`src/rtl/ram_refresh_if.sv`:
```
// Refresh request/acknowledge signals between ram_refresh_timer (master) and the RAM controller (slave).
interface ram_refresh_if;
  logic RefAck;
  logic RefReq;
  logic RefUrg;
  logic RefMiss;

  modport master (input RefAck, output RefReq, output RefUrg, output RefMiss);
  modport slave  (output RefAck, input RefReq, input RefUrg, input RefMiss);
endinterface

```
`src/rtl/ram_refresh_timer.sv`:
```
// DRAM refresh timer: period counter, owed-refresh backlog, ageing escalation and post-ack quiet window.
// Optional macro RAM_REFRESH_BURST_EN widens the backlog to 2 bits and lets a backlog of 2+ force RefUrg.
module ram_refresh_timer #(
  parameter int REF_PERIOD = 375,
  parameter int URG_DELAY  = 128,
  parameter int ACK_HOLD   = 4
) (
  input  logic          CLK,
  input  logic          RST,
  ram_refresh_if.master bus
);

  localparam int TW = (REF_PERIOD > 1) ? $clog2(REF_PERIOD) : 1;
  localparam int HW = $clog2(ACK_HOLD + 1);
`ifdef RAM_REFRESH_BURST_EN
  localparam int DW = 2;
`else
  localparam int DW = 1;
`endif

  localparam logic [TW-1:0] TCNT_LAST = TW'(REF_PERIOD - 1);
  localparam logic [HW-1:0] HOLD_LOAD = HW'(ACK_HOLD);
  localparam logic [DW-1:0] DEBT_MAX  = '1;

  logic [TW-1:0] tcnt, tcnt_next;
  logic          tick, tick_next;
  logic [DW-1:0] debt, debt_next;
  logic [7:0]    age, age_next;
  logic [HW-1:0] hold, hold_next;
  logic          req, req_next;
  logic          urg, urg_next;
  logic          miss, miss_next;
  logic          ack;

  assign ack = bus.RefAck;

  always_comb begin
    // NOTE: every next-state value gets a default first so no path can infer a latch.
    tcnt_next = (tcnt == TCNT_LAST) ? '0 : tcnt + 1'b1;
    tick_next = (tcnt == TCNT_LAST);
    debt_next = debt;
    miss_next = miss;
    age_next  = age;
    hold_next = hold;

    // The registered tick is consumed one edge after the wrap, which sets the tick-to-RefReq latency.
    if (tick && !ack) begin
      if (debt == DEBT_MAX) miss_next = 1'b1;
      else                  debt_next = debt + 1'b1;
    end else if (!tick && ack && (debt != '0)) begin
      debt_next = debt - 1'b1;
    end

    if (debt_next == '0)            age_next = '0;
    else if ((debt == '0) || ack)   age_next = '0;
    else if (age != 8'hFF)          age_next = age + 1'b1;

    if (ack)              hold_next = HOLD_LOAD;
    else if (hold != '0)  hold_next = hold - 1'b1;

    // Gating on the current hold as well keeps outputs low through edge E1+ACK_HOLD inclusive.
    req_next = (debt_next != '0) && (hold_next == '0) && (hold == '0);

    // Registered age gives the one-cycle lag between Age reaching URG_DELAY and RefUrg.
`ifdef RAM_REFRESH_BURST_EN
    urg_next = req_next && ((debt_next >= 2'd2) || (32'(age) >= URG_DELAY));
`else
    urg_next = req_next && (32'(age) >= URG_DELAY);
`endif
  end

  always_ff @(posedge CLK) begin
    // NOTE: non-blocking assignments in sequential logic avoid evaluation-order races between registers.
    if (RST) begin
      tcnt <= '0;
      tick <= 1'b0;
      debt <= '0;
      age  <= '0;
      hold <= '0;
      req  <= 1'b0;
      urg  <= 1'b0;
      miss <= 1'b0;
    end else begin
      tcnt <= tcnt_next;
      tick <= tick_next;
      debt <= debt_next;
      age  <= age_next;
      hold <= hold_next;
      req  <= req_next;
      urg  <= urg_next;
      miss <= miss_next;
    end
  end

  assign bus.RefReq  = req;
  assign bus.RefUrg  = urg;
  assign bus.RefMiss = miss;

endmodule

```
`src/flat_wrapper.sv`:
```
// flat-port wrapper written by rule: the top's interface ports become plain ports
module ram_refresh_timer_flat 
#(
  parameter int REF_PERIOD = 375,
  parameter int URG_DELAY  = 128,
  parameter int ACK_HOLD   = 4
)
  (CLK, RST, bus_RefAck, bus_RefReq, bus_RefUrg, bus_RefMiss);
  ram_refresh_if bus_i ();
  input  logic CLK;
  input  logic RST;
  input wire logic [$bits(bus_i.RefAck)-1:0] bus_RefAck;
  output wire logic [$bits(bus_i.RefReq)-1:0] bus_RefReq;
  output wire logic [$bits(bus_i.RefUrg)-1:0] bus_RefUrg;
  output wire logic [$bits(bus_i.RefMiss)-1:0] bus_RefMiss;
  assign bus_i.RefAck = bus_RefAck;
  assign bus_RefReq = bus_i.RefReq;
  assign bus_RefUrg = bus_i.RefUrg;
  assign bus_RefMiss = bus_i.RefMiss;
  ram_refresh_timer #(.REF_PERIOD(REF_PERIOD), .URG_DELAY(URG_DELAY), .ACK_HOLD(ACK_HOLD)) u_core (.CLK(CLK), .RST(RST), .bus(bus_i));
endmodule
```
`config.mk`:
```
export PLATFORM = sky130hd
export DESIGN_NAME = ram_refresh_timer_flat
export DESIGN_NICKNAME = d
export VERILOG_FILES = /design/src/rtl/ram_refresh_if.sv /design/src/rtl/ram_refresh_timer.sv /design/src/flat_wrapper.sv
export SDC_FILE = /design/constraint.sdc
export NUM_CORES = 1
export LEC_CHECK = 0
export ABC_CLOCK_PERIOD_IN_PS = 3200
export BUFFER_PORTS_ARGS = -buffer_cell sky130_fd_sc_hd__buf_2
export CORE_MARGIN = 4
export CORE_UTILIZATION = 62
export DETAILED_ROUTE_END_ITERATION = 8
export PLACE_DENSITY = 0.79
export SLEW_MARGIN = 25
export SYNTH_ARGS = -nofsm -noshare
export SYNTH_HDL_FRONTEND = slang
export SYNTH_SLANG_ARGS = --single-unit
```
`constraint.sdc`:
```
create_clock -name CLK -period 3.2 [get_ports CLK]
set_input_delay 0.16 -clock CLK [delete_from_list [all_inputs] [get_ports CLK]]
set_output_delay 0.16 -clock CLK [all_outputs]
set_load 0.02 [all_outputs]
```
Word level (Yosys, flattened, before mapping)
Cells that the tools add are included.
{ "totals": {"ff_bits": 25, "inputBits": 3, "out_inout_bits": 3, "elab_cells": 38} }
{ "op_classes": {"addsub": 5, "order_cmp": 1, "eq_ne": 2, "muxes": 5, "bitwise": 2, "n_reduce_logical": 15} }
{ "op_table": {"columns": ["operator", "count"], "rows": [
  ["adder 9 x 1 -> 9 bit (second input constant)", 1],
  ["equality test 9 bit (second input constant)", 1],
  ["adder 8 x 1 -> 8 bit (second input constant)", 1],
  [">= comparator 8 bit (second input constant)", 1],
  ["inequality test 8 bit (second input constant)", 1],
  ["logical AND 1 bit", 6],
  ["logical NOT 3 bit", 2],
  ["two-way mux 3 bit", 2],
  ["two-way mux 1 bit", 3],
  ["nonzero test 3 bit", 1],
  ["OR reduction 3 bit", 1],
  ["subtractor 3 x 1 -> 3 bit (second input constant)", 1],
  ["logical NOT 1 bit", 2],
  ["NOT 1 bit", 2],
  ["AND reduction 2 bit", 1],
  ["OR reduction 2 bit", 1],
  ["adder 1 bit (second input constant)", 1],
  ["logical OR 1 bit", 1],
  ["subtractor 1 bit (second input constant)", 1]
]} }

Longest topological paths before layout
Gate-level depths: netlist of the first run.
{ "depth": {"depth_word": 8, "ltp_mapped": 7, "mapped_depth_nobuf": 7} }

Least setup slack after synthesis of the first run
Ideal clock, no wire load.
{ "synth_timing": {"path_kind": "reg-to-reg", "start": "reg u_core.hold[1]", "end": "reg u_core.urg, in the netlist u_core.bus.RefUrg", "setup_ns": 0.059, "arrival_time_ns": 1.719, "required_ns": 3.141, "path_slack_ns": 1.421, "stages_incl_launch_ff": 8, "path_buffers": 0, "synth_period_minus_slack_ns": 1.779, "path_cell_list": "dfxtp_1 inv_1 ha_1 inv_1 ha_1 or4b_4 a2111oi_4 and2_1"} }
{ "synth_between": {"elab_chain_cells": 7, "word_cells_on_any_way": 9, "cone_classes": "1 x add/sub; 2 x mux; 6 x reduce/logical"} }
{ "synth_lines": {"columns": ["item", "line", "text"], "rows": [
  ["start: declaration", "ram_refresh_timer.sv:29", "logic [HW-1:0] hold, hold_next;"],
  ["start signal: assignment", "ram_refresh_timer.sv:88", "hold <= hold_next;"],
  ["subtractor 3 x 1 -> 3 bit / nonzero test 3 bit (equally long branches)", "ram_refresh_timer.sv:59", "else if (hold != '0) hold_next = hold - 1'b1;"],
  ["two-way mux 3 bit", "ram_refresh_timer.sv:59", null],
  ["two-way mux 3 bit", "ram_refresh_timer.sv:58", "if (ack) hold_next = HOLD_LOAD;"],
  ["logical NOT 3 bit", "ram_refresh_timer.sv:62", "req_next = (debt_next != '0) && (hold_next == '0) && (hold == '0);"],
  ["logical AND 1 bit", "ram_refresh_timer.sv:62", null],
  ["logical AND 1 bit *", "ram_refresh_timer.sv:62", null],
  ["logical AND 1 bit *", "ram_refresh_timer.sv:68", "urg_next = req_next && (32'(age) >= URG_DELAY);"],
  ["end signal: assignment", "ram_refresh_timer.sv:90", "urg <= urg_next;"],
  ["end: declaration", "ram_refresh_timer.sv:31", "logic urg, urg_next;"]
]} }
Mark *: on every way between the ends. The rest lies on a longest branch, timed or not.
A chain may end at the register's enable or synchronous reset.

Final worst setup path of the first run
Same ends and word-level chain as after synthesis.

==> results of run 1 <==
-- state kept, by name, summed over array words and instances, names as in the netlist --
signal,flops
u_core.age,8
u_core.bus.RefMiss,1
u_core.bus.RefReq,1
u_core.bus.RefUrg,1
u_core.debt,1
u_core.hold,3
u_core.tcnt,9
u_core.tick,1
-- path summary, 6_finish.rpt --
check | to | startpoint | slack (ns) | cells after the start
setup / recovery | u_core.bus.RefUrg | u_core.hold[1] | 1.29 | 7
hold / removal | u_core.hold[0] | bus_RefAck | 0.12 | 2
setup reg to reg | u_core.bus.RefUrg | u_core.hold[1] | 1.29 | 7
hold reg to reg | u_core.bus.RefMiss | u_core.bus.RefMiss | 0.48 | 1
-- kinds of logic (layout without fill, tap and decap cells) --
| kind of cell | count (synthesis) | after routing | synth area share, % |
|---|---|---|---|
| simple gates | 48 | 48 | 22.3 |
| compound gates | 29 | 29 | 18.4 |
| flops | 25 | 25 | 43.8 |
| buf+inv | 12 | 20 | 3.94 |
| fa+ha+maj | 7 | 7 | 7.66 |
| xor+xnor | 4 | 4 | 3.06 |
| mux | 1 | 1 | 0.875 |
-- where the power goes --
part,internal (mW),total [mW],switching (mW)
clock network,0.0487,0.137,0.0885
logic,0.0154,0.0356,0.0202
registers,0.318,0.327,0.00842
total,0.382,0.500,0.117
-- synthesized netlist by cell type, drive strengths merged, types with 3 or more instances --
library cell,count
nand3,7
o21ai,6
or3,3
nand2,8
nand4,3
and3,4
nor2,10
a31oi,5
a21oi,7
inv,11
nor3,6
dfxtp,25
ha,7
-- per-layer routing --
| metal | share of wire, % | vias up |
|---|---|---|
| met5 | 0 | - |
| met4 | 2.0 | 0 |
| met3 | 1.9 | 4 |
| met2 | 49 | 8 |
| met1 | 47 | 420 |
| li1 | - | 470 |
-- cell usage in the layout, fill, tap and decap left out --
cell type / count
nand2b_1: 1
nand4_1: 3
o21ai_0: 6
and4_1: 1
clkbuf_1: 1
nor3b_1: 1
ha_1: 7
o211a_1: 1
a2111o_1: 1
dfxtp_1: 25
o21bai_1: 2
a2111oi_4: 1
nor4_1: 1
xnor2_1: 2
or3_1: 3
xor2_1: 2
a21oi_1: 7
o31ai_1: 1
nand2_1: 8
or4b_4: 1
nand3_1: 7
nor2_1: 10
o31ai_2: 1
clkbuf_4: 3
a211oi_1: 2
and3_1: 4
o211ai_1: 1
nand4bb_1: 1
inv_1: 11
o21a_1: 1
buf_2: 5
and2_1: 1
nor3_1: 6
a31oi_1: 5
mux2i_1: 1
-- final cells by class --
type                       count  area (sq um)
fill                         144           523
tap                           25          31.3
sequential                    25           500
clock buffer                   4          26.3
inverter                      11          41.3
multi-input combinational     89           598
timing repair buffer           5          25.0
==> results.cfg, run 1 <==
[placement]
globalplace.congestion = 0.799
dp_slack_ns = 1.30
io_buffers = 5
dpl.hpwl_um = 1530
placed_cell_area_sq_um = 1200
placed_cells = 155

[synthesis]
ys_types = 33
synth-seq-cells = 25
synth_edf_count = 0
yosysTopAreaCell = dfxtp_1
synth_seq_area_share_pct = 43.8
yosysWarnings = 0
async_flop_share_pct = 0
syn_inst = 126
synth_area_per_cell_sq_um = 9.08
synthTopCellsByArea = dfxtp_1 44%, ha_1 7.7%, inv_1 3.6%, nor2_1 3.3%, a21oi_1 3.1%
synth_nets = 136
ys.flop_type = dfxtp_1
synth_top_area_share_pct = 43.8
syn_area_sq_um = 1140

[worst_setup_path]
end_kind = flip-flop
cp.arrival_ns = 2.17
path_delay_family = simple AND/OR/NAND/NOR gates
critical_path_class = flip-flop to flip-flop
cp_max_fo = 3
crit_chain = inv_1 > ha_1 > inv_1 > ha_1 > or4b_4 > a2111oi_4 > and2_1
critPathMaxStageDelay_ns = 0.53
startpoint_type = flip-flop
cp.required_ns = 3.46
worst-path-buf-inv = 2
worst_path_max_delay_cell = or4b_4

[global_route]
met3_usage_pct = 2.62
gr-usage-all-layers_pct = 18.1
use_met1_pct = 21.2
grt_pass1_vias = 859
antenna_found_initial = 0
grt_pass1_wl_um = 3580
grt_util_met2_pct = 31.5
busiest_layer = met2
grt_overflow = 0
grt_max_degree = 14

[timing]
fin_ws_ns = 1.29
slew_headroom_pct = 58.9
setup_tns_ns = 0
skew_ns = 0.00589
hold_viol_final = 0
fin_crit_sh_pct = 59.7
timing.hold.ws_ns = 0.118
worstMarginPinSlew_ns = 0.614
rsz0062_at_grt = false
slew_violations = 0
max_freq_mhz = 524
min_period_ns = 1.91
setup_violations = 0

[cts]
postCtsHoldBufs = 0
clkTransAtPathRegs_ns = 0.13
insertion_delay_ns = 0.31
post_cts_buffers = 0
cts.sinks = 25
cts_tree = built
clockRootBuffer = clkbuf_4
cts_resized = 0
numCtsBuffers = 3
cts_buffer_depth = 2
ctsHtreeMaxLevel = 1

[power_and_ir_drop]
vdd_ir_drop_max_v = 0.000293
power_density_nw_per_um2 = 409
leakagePower_nw = 0.462
finalPower_mw = 0.500

[drt]
wl_per_cell_um = 12.6
ant_nets = 0
initialDrtViolationCount = 14
drcViolationCount = 0
firstDrtPassIters = 4
wirelength_um = 2010
vias = 902
avgViaCountPerCell = 5.67

[final_layout]
finalInstanceArea_sq_um = 1220
diodes = 0
finish.utilization_pct = 70.0
layout-drive-gt1-share_pct = 8.21
layout.nets = 145
area_delta_synth_final_pct = 6.89
final_cells = 159

[floorplanning]
start_util_pct = 65.5
ios = 6
die_area_sq_um = 2600
num_rows = 15
fp.dieW_um = 50.9
core_area_sq_um = 1750
fp.dieH_um = 50.9

[outcome]
status = finished clean

[flow_run]
maxCapViolCount = 0

[hold_path]
hold_path.class = input pin to flip-flop
(Power assumes the default switching activity.)
==> run 2, diff against run 1 <==
--- a/config.mk
+++ b/config.mk
@@ -5,12 +5,13 @@
 export SDC_FILE = /design/constraint.sdc
 export NUM_CORES = 1
 export LEC_CHECK = 0
-export ABC_CLOCK_PERIOD_IN_PS = 3200
+export ABC_AREA = 1
+export ABC_CLOCK_PERIOD_IN_PS = 1590
 export BUFFER_PORTS_ARGS = -buffer_cell sky130_fd_sc_hd__buf_2
 export CORE_MARGIN = 4
-export CORE_UTILIZATION = 62
+export CORE_UTILIZATION = 52
 export DETAILED_ROUTE_END_ITERATION = 8
-export PLACE_DENSITY = 0.79
+export PLACE_DENSITY = 0.7
 export SLEW_MARGIN = 25
 export SYNTH_ARGS = -nofsm -noshare
 export SYNTH_HDL_FRONTEND = slang
==> constraint.sdc (replaced) <==
create_clock -name CLK -period 1.59 [get_ports CLK]
set_input_delay 0.0795 -clock CLK [delete_from_list [all_inputs] [get_ports CLK]]
set_output_delay 0.0795 -clock CLK [all_outputs]
set_load 0.02 [all_outputs]
==> results.cfg, run 2 <==
[worst_setup_path]
worst-path-buf-inv = 2
critPathMaxStageDelay_ns = 0.35
cp.arrival_ns = 1.64
worstSetupStartpoint = u_core.hold[0]
worst_path_max_delay_cell = dfxtp_1
crit_chain = inv_1 > ha_1 > ha_1 > inv_1 > nor2_2 > nand2_1 > nor2_1 > nand2_1 > nor2_1
startpoint_type = flip-flop
path_delay_family = simple AND/OR/NAND/NOR gates
end_kind = flip-flop
cp_max_fo = 3
critical_path_class = flip-flop to flip-flop
reg2reg_from = u_core.hold[0]
cp.required_ns = 1.85

[synthesis]
synth_seq_area_share_pct = 43.1
yosysMostFrequentCell = nand2_1
async_flop_share_pct = 0
synthTopCellsByArea = dfxtp_1 43%, nand2_1 12%, nor2_1 8.4%, ha_1 7.5%, inv_1 7.4%
synth_compound_area_share_pct = 6.90
synth_top_family_by_area = simple AND/OR/NAND/NOR gates
synth-seq-cells = 25
synthXorXnorAreaFrac_pct = 2.26
yosys.area_share.simple_pct = 30.8
ys_types = 20
syn_area_sq_um = 1160
ys.flop_type = dfxtp_1
yosysWarnings = 0
synth_area_per_cell_sq_um = 7.26
yosysTopAreaCell = dfxtp_1
ys_top_cells_by_count = 37 x nand2_1, 26 x nor2_1, 25 x dfxtp_1
synth.mux.area_fraction_pct = 0
synth_adder_area_share_pct = 7.54
synth_edf_count = 0
synth_top_area_share_pct = 43.1
syn_inst = 160
synth_nets = 170

[timing]
fin_crit_sh_pct = 86.7
max_freq_mhz = 726
worstMarginPinSlew_ns = 0.276
min_period_ns = 1.38
setup_violations = 0
slew_violations = 0
skew_ns = 0.00602
hold_viol_final = 0
slew_headroom_pct = 81.6

[cts]
clockRootBuffer = clkbuf_4
cts_tree = built
post_cts_buffers = 0
numCtsBuffers = 3
ctsHtreeMaxLevel = 1
cts_buffer_depth = 2
insertion_delay_ns = 0.31
cts.sinks = 25
clkTransAtPathRegs_ns = 0.13

[final_layout]
largest-register = u_core.tcnt
largest_register_ffs = 9
area_delta_synth_final_pct = 8.41
finalInstanceArea_sq_um = 1260
layout-drive-gt1-share_pct = 11.8
layout.cells.most_common = nand2_1
layout.nets = 181
finish.utilization_pct = 61.6
layout_common_cells = 37 x nand2_1, 25 x nor2_1, 25 x dfxtp_1
diodes = 0
top_regs = u_core.tcnt x9, u_core.age x8, u_core.hold x3

[placement]
placed_cell_area_sq_um = 1220
globalplace.congestion = 0.747
dpl.hpwl_um = 1530
io_buffers = 5

[global_route]
grt_pass1_vias = 900
grt_max_degree = 14
gr-usage-all-layers_pct = 14.4
grt_overflow = 0
antenna_found_initial = 0
grt_pass1_wl_um = 3700

[floorplanning]
fp.dieH_um = 55.3
ios = 6
num_rows = 16
core_area_sq_um = 2040
fp.dieW_um = 55.3
start_util_pct = 56.9
die_area_sq_um = 3050

[drt]
wirelength_um = 2030
wl_per_cell_um = 10.3
initialDrtViolationCount = 21
vias = 940
drcViolationCount = 0
firstDrtPassIters = 6
avgViaCountPerCell = 4.77
ant_nets = 0

[flow_run]
maxCapViolCount = 0

[power_and_ir_drop]
power_density_nw_per_um2 = 782
vdd_ir_drop_max_v = 0.000511
leakagePower_nw = 0.547

[hold_path]
hold_path.class = input pin to flip-flop
hold_start = RST

[outcome]
status = finished clean
-- run 2: cell families (layout without fill, tap and decap cells) --
group | count (synthesis) | in the layout
simple gates | 81 | 81
buf+inv | 29 | 39
flops | 25 | 25
compound gates | 15 | 15
fa+ha+maj | 7 | 7
xor+xnor | 3 | 3
-- run 2: per-layer routing --
| metal | vias up | track usage, % | share of wire (%) |
|---|---|---|---|
| li1 | 513 | - | - |
| met2 | 1 | 25.0 | 50 |
| met4 | 0 | 5.21 | 0.49 |
| met5 | - | 0 | 0 |
| met1 | 424 | 18.0 | 48 |
| met3 | 2 | 2.10 | 1.1 |
-- run 2: metrics by stage --
stage          power, mW  setup WS (ns)   TNS [ns]  hold slack (ns)  instances
2_1_floorplan      0.700          0.405          0            0.151        160
3_3_place_gp       0.713          0.318          0            0.313        192
3_5_place_dp       0.720          0.245          0            0.322        192
4_1_cts            0.990          0.213          0           0.0278        197
5_1_grt             1.02      -0.000196  -0.000196           0.0349        197
6_report           0.984          0.212          0           0.0255        197
-- run 2: report_power, final --
part	total [mW]	internal (mW)	switching (mW)
logic	0.0627	0.0244	0.0382
clock network	0.275	0.0978	0.177
registers	0.647	0.638	0.00903
-- run 2: repair_timing --
action / CTS / global route
endpoints found under the setup margin: 0 / 1
gates resized for setup: 0 / 1
hold endpoints to repair: 1 / 0
hold buffers: 1 / 0
-- run 2: cell type report --
| type | instances | area, sq um |
|---|---|---|
| Clock buffer | 4 | 26.3 |
| Inverter | 29 | 109 |
| Multi-Input combinational cell | 106 | 554 |
| Tap cell | 27 | 33.8 |
| Timing Repair Buffer | 6 | 35.0 |
| Fill cell | 195 | 783 |
| Sequential cell | 25 | 500 |
-- run 2: path summary, 6_finish.rpt --
check / end / slack, ns / cells past startpoint
worst max register to register: u_core.bus.RefUrg / 0.21 / 9
worst min-delay path: u_core.hold[1] / 0.03 / 2
worst max-delay path: u_core.bus.RefUrg / 0.21 / 9
worst min register to register: u_core.bus.RefMiss / 0.47 / 2
-- run 2: worst register-to-register path: cells and delay by family, from the launching register on --
kind	cells	cell delay, ns
buffers and inverters	2	0.16
and+or+nand+nor	5	0.45
adders and majority gates	2	0.38
DFF	1	0.35
